**src/rtl/knn_classifier.sv**
```systemverilog
// k-nearest-neighbour classifier: streams labelled training points against a query,
// keeps a stable sorted list of the K nearest, and runs a sequential majority vote.
module knn_classifier #(
  parameter int unsigned COORD_W = 16,
  parameter int unsigned DIMS    = 2,
  parameter int unsigned K       = 10,
  parameter int unsigned LABEL_W = 3,
  localparam int unsigned DIST_W = 2*COORD_W + $clog2(DIMS),
  localparam int unsigned CNT_W  = $clog2(K+1)
) (
  input  logic                      clk,
  input  logic                      rst,
  input  logic                      test_load,
  input  logic [DIMS*COORD_W-1:0]   test_point,
  input  logic                      train_valid,
  output logic                      train_ready,
  input  logic [DIMS*COORD_W-1:0]   train_point,
  input  logic [LABEL_W-1:0]        train_label,
  input  logic                      classify,
  output logic                      busy,
  output logic                      done,
  output logic [LABEL_W-1:0]        result_label,
  output logic [CNT_W-1:0]          result_votes,
  output logic [CNT_W-1:0]          nb_count,
  output logic [K*DIST_W-1:0]       nb_dist,
  output logic [K*LABEL_W-1:0]      nb_label
);

  localparam int unsigned NLAB   = 2**LABEL_W;
  localparam int unsigned PT_W   = DIMS*COORD_W;
  localparam int unsigned SLOT_W = (K > 1) ? $clog2(K) : 1;

  typedef enum logic [2:0] {S_IDLE, S_DRAIN, S_VOTE, S_ARGMAX, S_DONE} state_t;

  state_t state, next_state;
  logic   load_c, start_c, accept_c;

  logic [PT_W-1:0]    query;
  logic               s1_valid;
  logic [DIST_W-1:0]  s1_dist;
  logic [LABEL_W-1:0] s1_label;

  logic [DIST_W-1:0]  slot_dist  [K];
  logic [LABEL_W-1:0] slot_label [K];
  logic [K-1:0]       occ;

  logic [CNT_W-1:0]   cnt [NLAB];
  logic [SLOT_W-1:0]  vote_slot;
  logic [LABEL_W-1:0] arg_lab;
  logic [LABEL_W-1:0] best_label;
  logic [CNT_W-1:0]   best_cnt;

  logic [COORD_W-1:0] coord_a, coord_b, diff;
  logic [DIST_W-1:0]  dist_c;

  logic [K-1:0]       gt;
  logic [K:0]         gtx;
  logic [DIST_W-1:0]  ext_dist  [K];
  logic [LABEL_W-1:0] ext_label [K];
  logic [K-1:0]       ext_occ;
  logic [DIST_W-1:0]  ins_dist  [K];
  logic [LABEL_W-1:0] ins_label [K];
  logic [K-1:0]       ins_occ;

  assign train_ready = (state == S_IDLE) && !test_load && !classify;
  assign accept_c    = train_valid && train_ready;

  // FSM state register
  always_ff @(posedge clk or posedge rst) begin
    if (rst) state <= S_IDLE;
    else     state <= next_state;
  end

  // FSM next state and control strobes
  always_comb begin
    next_state = state;
    load_c     = 1'b0;
    start_c    = 1'b0;
    case (state)
      S_IDLE: begin
        if (test_load) begin
          load_c = 1'b1;
        end else if (classify) begin
          start_c    = 1'b1;
          next_state = S_DRAIN;
        end
      end
      S_DRAIN:  next_state = S_VOTE;
      S_VOTE:   if (vote_slot == SLOT_W'(K-1)) next_state = S_ARGMAX;
      S_ARGMAX: if (arg_lab == {LABEL_W{1'b1}}) next_state = S_DONE;
      S_DONE:   next_state = S_IDLE;
      default:  next_state = S_IDLE;
    endcase
  end

  // Exact squared Euclidean distance of the incoming beat to the query
  always_comb begin
    dist_c  = '0;
    coord_a = '0;
    coord_b = '0;
    diff    = '0;
    for (int d = 0; d < int'(DIMS); d++) begin
      coord_a = train_point[d*COORD_W +: COORD_W];
      coord_b = query[d*COORD_W +: COORD_W];
      diff    = (coord_a >= coord_b) ? (coord_a - coord_b) : (coord_b - coord_a);
      dist_c  = dist_c + DIST_W'(diff) * DIST_W'(diff);
    end
  end

  // Insertion: gt[] is a monotone mask; its first set bit is the insert position
  always_comb begin
    for (int i = 0; i < int'(K); i++) begin
      gt[i] = !occ[i] || (slot_dist[i] > s1_dist);
    end
    gtx = {gt, 1'b0};
    ext_dist[0]  = s1_dist;
    ext_label[0] = s1_label;
    ext_occ      = '0;
    ext_occ[0]   = 1'b1;
    for (int i = 1; i < int'(K); i++) begin
      ext_dist[i]  = slot_dist[i-1];
      ext_label[i] = slot_label[i-1];
      ext_occ[i]   = occ[i-1];
    end
    ins_occ = '0;
    for (int i = 0; i < int'(K); i++) begin
      if (!gt[i]) begin
        ins_dist[i]  = slot_dist[i];
        ins_label[i] = slot_label[i];
        ins_occ[i]   = occ[i];
      end else if (!gtx[i]) begin
        ins_dist[i]  = ext_dist[0];
        ins_label[i] = ext_label[0];
        ins_occ[i]   = 1'b1;
      end else begin
        ins_dist[i]  = ext_dist[i];
        ins_label[i] = ext_label[i];
        ins_occ[i]   = ext_occ[i];
      end
    end
  end

  // Datapath: stage-1 register, neighbour list, vote and argmax, results
  always_ff @(posedge clk or posedge rst) begin
    if (rst) begin
      query        <= '0;
      s1_valid     <= 1'b0;
      s1_dist      <= '0;
      s1_label     <= '0;
      occ          <= '0;
      nb_count     <= '0;
      result_label <= '0;
      result_votes <= '0;
      done         <= 1'b0;
      busy         <= 1'b0;
      vote_slot    <= '0;
      arg_lab      <= '0;
      best_label   <= '0;
      best_cnt     <= '0;
      for (int i = 0; i < int'(K); i++) begin
        slot_dist[i]  <= '0;
        slot_label[i] <= '0;
      end
      for (int l = 0; l < int'(NLAB); l++) cnt[l] <= '0;
    end else begin
      done <= (state == S_DONE);
      busy <= (state != S_IDLE);
      if (load_c) begin
        query        <= test_point;
        s1_valid     <= 1'b0;
        occ          <= '0;
        nb_count     <= '0;
        result_label <= '0;
        result_votes <= '0;
      end else begin
        s1_valid <= accept_c;
        if (accept_c) begin
          s1_dist  <= dist_c;
          s1_label <= train_label;
        end
        if (s1_valid) begin
          for (int i = 0; i < int'(K); i++) begin
            slot_dist[i]  <= ins_dist[i];
            slot_label[i] <= ins_label[i];
          end
          occ <= ins_occ;
          if (nb_count != CNT_W'(K)) nb_count <= nb_count + CNT_W'(1);
        end
        if (state == S_DONE) begin
          result_label <= best_label;
          result_votes <= best_cnt;
        end
      end
      case (state)
        S_DRAIN: begin
          for (int l = 0; l < int'(NLAB); l++) cnt[l] <= '0;
          vote_slot  <= '0;
          arg_lab    <= '0;
          best_label <= '0;
          best_cnt   <= '0;
        end
        S_VOTE: begin
          if (occ[vote_slot]) begin
            cnt[slot_label[vote_slot]] <= cnt[slot_label[vote_slot]] + CNT_W'(1);
          end
          vote_slot <= vote_slot + SLOT_W'(1);
        end
        S_ARGMAX: begin
          // strictly greater keeps the lowest label on ties
          if (cnt[arg_lab] > best_cnt) begin
            best_cnt   <= cnt[arg_lab];
            best_label <= arg_lab;
          end
          arg_lab <= arg_lab + LABEL_W'(1);
        end
        default: ;
      endcase
    end
  end

  always_comb begin
    nb_dist  = '0;
    nb_label = '0;
    for (int i = 0; i < int'(K); i++) begin
      nb_dist[i*DIST_W +: DIST_W]    = slot_dist[i];
      nb_label[i*LABEL_W +: LABEL_W] = slot_label[i];
    end
  end

endmodule

```
**config.mk**
```make
export PLATFORM = sky130hd
export DESIGN_NAME = knn_classifier
export DESIGN_NICKNAME = d
export VERILOG_FILES = /design/src/rtl/knn_classifier.sv
export SDC_FILE = /design/constraint.sdc
export NUM_CORES = 2
export LEC_CHECK = 0
export BUFFER_PORTS_ARGS = -buffer_cell sky130_fd_sc_hd__buf_2
export CAP_MARGIN = 40
export CORE_MARGIN = 1.5
export CORE_UTILIZATION = 40
export CTS_CLUSTER_DIAMETER = 40
export DETAILED_ROUTE_END_ITERATION = 7
export PLACE_DENSITY = 0.61
export SLEW_MARGIN = 20
export SYNTH_ARGS = -nofsm -noshare
export SYNTH_HDL_FRONTEND = slang
export SYNTH_SLANG_ARGS = --single-unit
```
**constraint.sdc**
```tcl
create_clock -name clk -period 41.5 [get_ports clk]
set_input_delay 6.225 -clock clk [delete_from_list [all_inputs] [get_ports clk]]
set_output_delay 6.225 -clock clk [all_outputs]
set_load 0.1 [all_outputs]
```
==> impl_metrics.yaml <==
synthesis:
  synthTopCellsByCount: "679 x inv_1, 602 x ha_1, 501 x dfrtp_1"
  postSynthNetCount: 6167
  synth.area.mux_share_pct: 10.34
  ys_async_rst_share_pct: 100.0
  synth_area_in_compound_gates_pct: 12.73
  synth_cell_types: 93
  yosysWarningCount: 0
  synth_largest_type_area_fraction_pct: 25.86
  synthCells: 5105
  synth_seq_cells: 501
  synth_area_leaders: "dfrtp_1 26%, fa_1 16%, ha_1 16%, inv_1 5.3%, mux2i_1 4.8%"
  ys_flop_type: "dfrtp_1"
  synthAdderAreaFrac_pct: 31.56
  post_synth_instance_area_sq_mm: 0.04847
  syn-mean-instance-area_sq_um: 9.495
  edff_count_synth: 0
  synth_xor_area_share_pct: 1.562
  yosys.cell_count.top_type: "inv_1"
  sequential_fraction_of_the_synthesis_area_pct: 25.86
  synth-simple-area-share_pct: 10.42
  synth_top_family_by_area: "adder cells"
  synthDominantAreaCellType: "dfrtp_1"
placement:
  pre_cts_ws_ps: 24970
  placement.cell_area_sq_mm: 0.05256
  finalWeightedCongestion: 0.9529
  dpl_wire_length_mm: 128.8
  io_buffers: 445
floorplanning:
  floorplan.io_pins: 446
  floorplan.rows: 127
  core_area_sq_mm: 0.1201
  chipWidth_microns: 351.1
  die_height_microns: 351.1
  die_footprint_sq_mm: 0.1233
  start_util_pct: 40.35
flow_run:
  cap_viol_max_count: 0
timing:
  timing.fmax_mhz: 62.77
  timing.final.crit_period_ps: 15930
  grt_setup_unrepaired: "false"
  finalHoldViolCount: 0
  max_slew_margin_vs_limit_pct: 31.96
  slew_violations: 0
  final.setup_skew_ps: 35.38
  setup_tns_ps: 0
  setup_violations_final: 0
  timing.final.ws_setup_ps: 25570
  worst-slew-pin-transition_ps: 1010
  share_of_the_clock_period_used_by_the_worst_path_after_layout_pct: 38.39
grt:
  grt_remaining_overflow: 0
  grt_pass1_vias: 39800
  antenna_violations_before_repair: 2
  largest_net_degree_at_the_start_of_global_routing: 163
  first_pass_grt_wire_length_mm: 247.5
  grt_usage_pct: 26.55
drt:
  drt_first_iter_violations: 3181
  post_route_ant_nets: 0
  wl_met3_mm: 11.16
  route.detailed.drc: 0
  maxUsedRoutingLayer: "met4"
  post_route_met1_wirelength_mm: 63.97
  routed_via_density: 5.473
  routed_wire_length_per_instance_microns: 22.89
  met2WireLength_mm: 79.56
  wl_mm: 164.1
  drt-pass1-iter-count: 8
  routed-via-count: 39240
worst_setup_path:
  startpoint_type: "primary input"
  critical-path-max-stage-delay_ps: 580
  r2r_start: "query[0]"
  worstSetupPathType: "in -> reg"
  crit_path_end_kind: "register"
  worst-path-max-fanout: 12
  timing.critical_path.from: "train_point[0]"
  setup.reg_to_reg.worst_slack_ps: 30930
  critical-path-top-delay-family: "adder cells"
  worst_path_max_delay_cell: "fa_1"
  cp.required_ps: 42050
  worst_ep_arrival_time_ps: 16480
  worst_path_most_repeated_cell: "fa_1"
  cp_num_buf_inv: 10
cts:
  clk_transition_reported_paths_ps: 60
  clock_latency_ps: 700
  numCtsBuffers: 88
  root_buffer: "clkbuf_16"
  cts_resized: 0
  tritoncts: "done"
  cts_htree_levels: 3
  number_of_buffers_between_clock_root_and_the_deepest_sink: 3
  cts_sinks: 501
  postCtsHoldBufs: 0
  postCtsSetupRepairBufs: 0
cells_and_area:
  flow.area_growth_from_synthesis_pct: 15.06
  layout.filler_cells: 11570
  post_route_cells_drive_above_1_share_pct: 17.10
  seqCellArea_sq_mm: 0.01254
  multi_input_area_sq_mm: 0.03247
  num-nets-final: 6545
  design_area_sq_mm: 0.05577
worst_hold_path:
  worstHoldStart: "best_label[2]"
  worst_hold_path_type: "reg -> reg"
outcome:
  run_status: "complete, no violations"
worst min-delay path, delay by kind of cell, from the launching register on:
kind,cells,cell delay (ps)
flip-flops,1,340
AND/OR/NAND/NOR,2,100
cells in the final DEF, fill, tap and decap left out, types with 32 or more instances in the layout:
master and n:
mux2_4 58, fa_1 388, xnor2_1 40, mux2_2 124, a21oi_1 358, nand3_1 50
mux2i_1 231, buf_4 65, clkbuf_16 90, nand2_1 348, buf_2 445, xor2_1 32
nand2b_1 48, nor2_1 471, nor2b_1 33, dfrtp_1 501, nor3_1 36, o21ai_0 315
inv_1 678, a21o_1 132, nand4_1 68, ha_1 602
state kept, by name, indices dropped and copies added, names as in the netlist, 3 cells and up:
| signal | flops |
|---|---|
| best_cnt | 4 |
| cnt | 32 |
| nb_label | 30 |
| state | 3 |
| s1_dist | 33 |
| nb_dist | 330 |
| s1_label | 3 |
| vote_slot | 4 |
| best_label | 3 |
| result_label | 3 |
| query | 32 |
| occ | 10 |
| result_votes | 4 |
| arg_lab | 3 |
| nb_count | 4 |
area by class of cell:
class                   count  area share [%]
inverters                 687           4.637
diodes                      1        0.004487
clock inverters            48           1.144
multi-input cells        3680           58.22
flip-flops and latches    501           22.48
clock buffers             115           4.458
well taps                1612           3.616
repair buffers            525           5.445
per-layer routing:
layer	GRT usage, %	up-vias
li1	-	17990
met1	31.82	19420
met2	45.26	1441
met3	4.722	389
met4	14.13	0
met5	0	-
through the flow:
step / hold WS [ps] / utilization, % / instances
floorplan: 438.6 / - / 5105
global placement: 464.2 / 43.57 / 6991
detailed placement: 465.4 / 43.75 / 7001
CTS: 479.3 / 46.35 / 7164
global route: 502.6 / 46.43 / 7169
finish: 472.0 / 46.43 / 7169
cell families (layout without fill, tap and decap cells):
family,after synthesis,in the layout
other cells,0,1
fa+ha+maj,990,990
xor+xnor,80,80
simple gates,1143,1143
compound gates,1033,1033
buf+inv,924,1375
flops,501,501
mux,434,434
path summary, 6_finish.rpt:
path / cells after the start / end
setup / recovery: 38 / s1_dist[31]
hold / removal: 2 / result_label[2]
setup reg to reg: 36 / s1_dist[31]
hold reg to reg: 2 / result_label[2]
max in group asynchronous: 3 / nb_label[13]
min in group asynchronous: 2 / query[9]
Power is left out: the tool's default activity adds up to more than one toggle a clock period on the data nets, which glitch-free logic cannot reach.
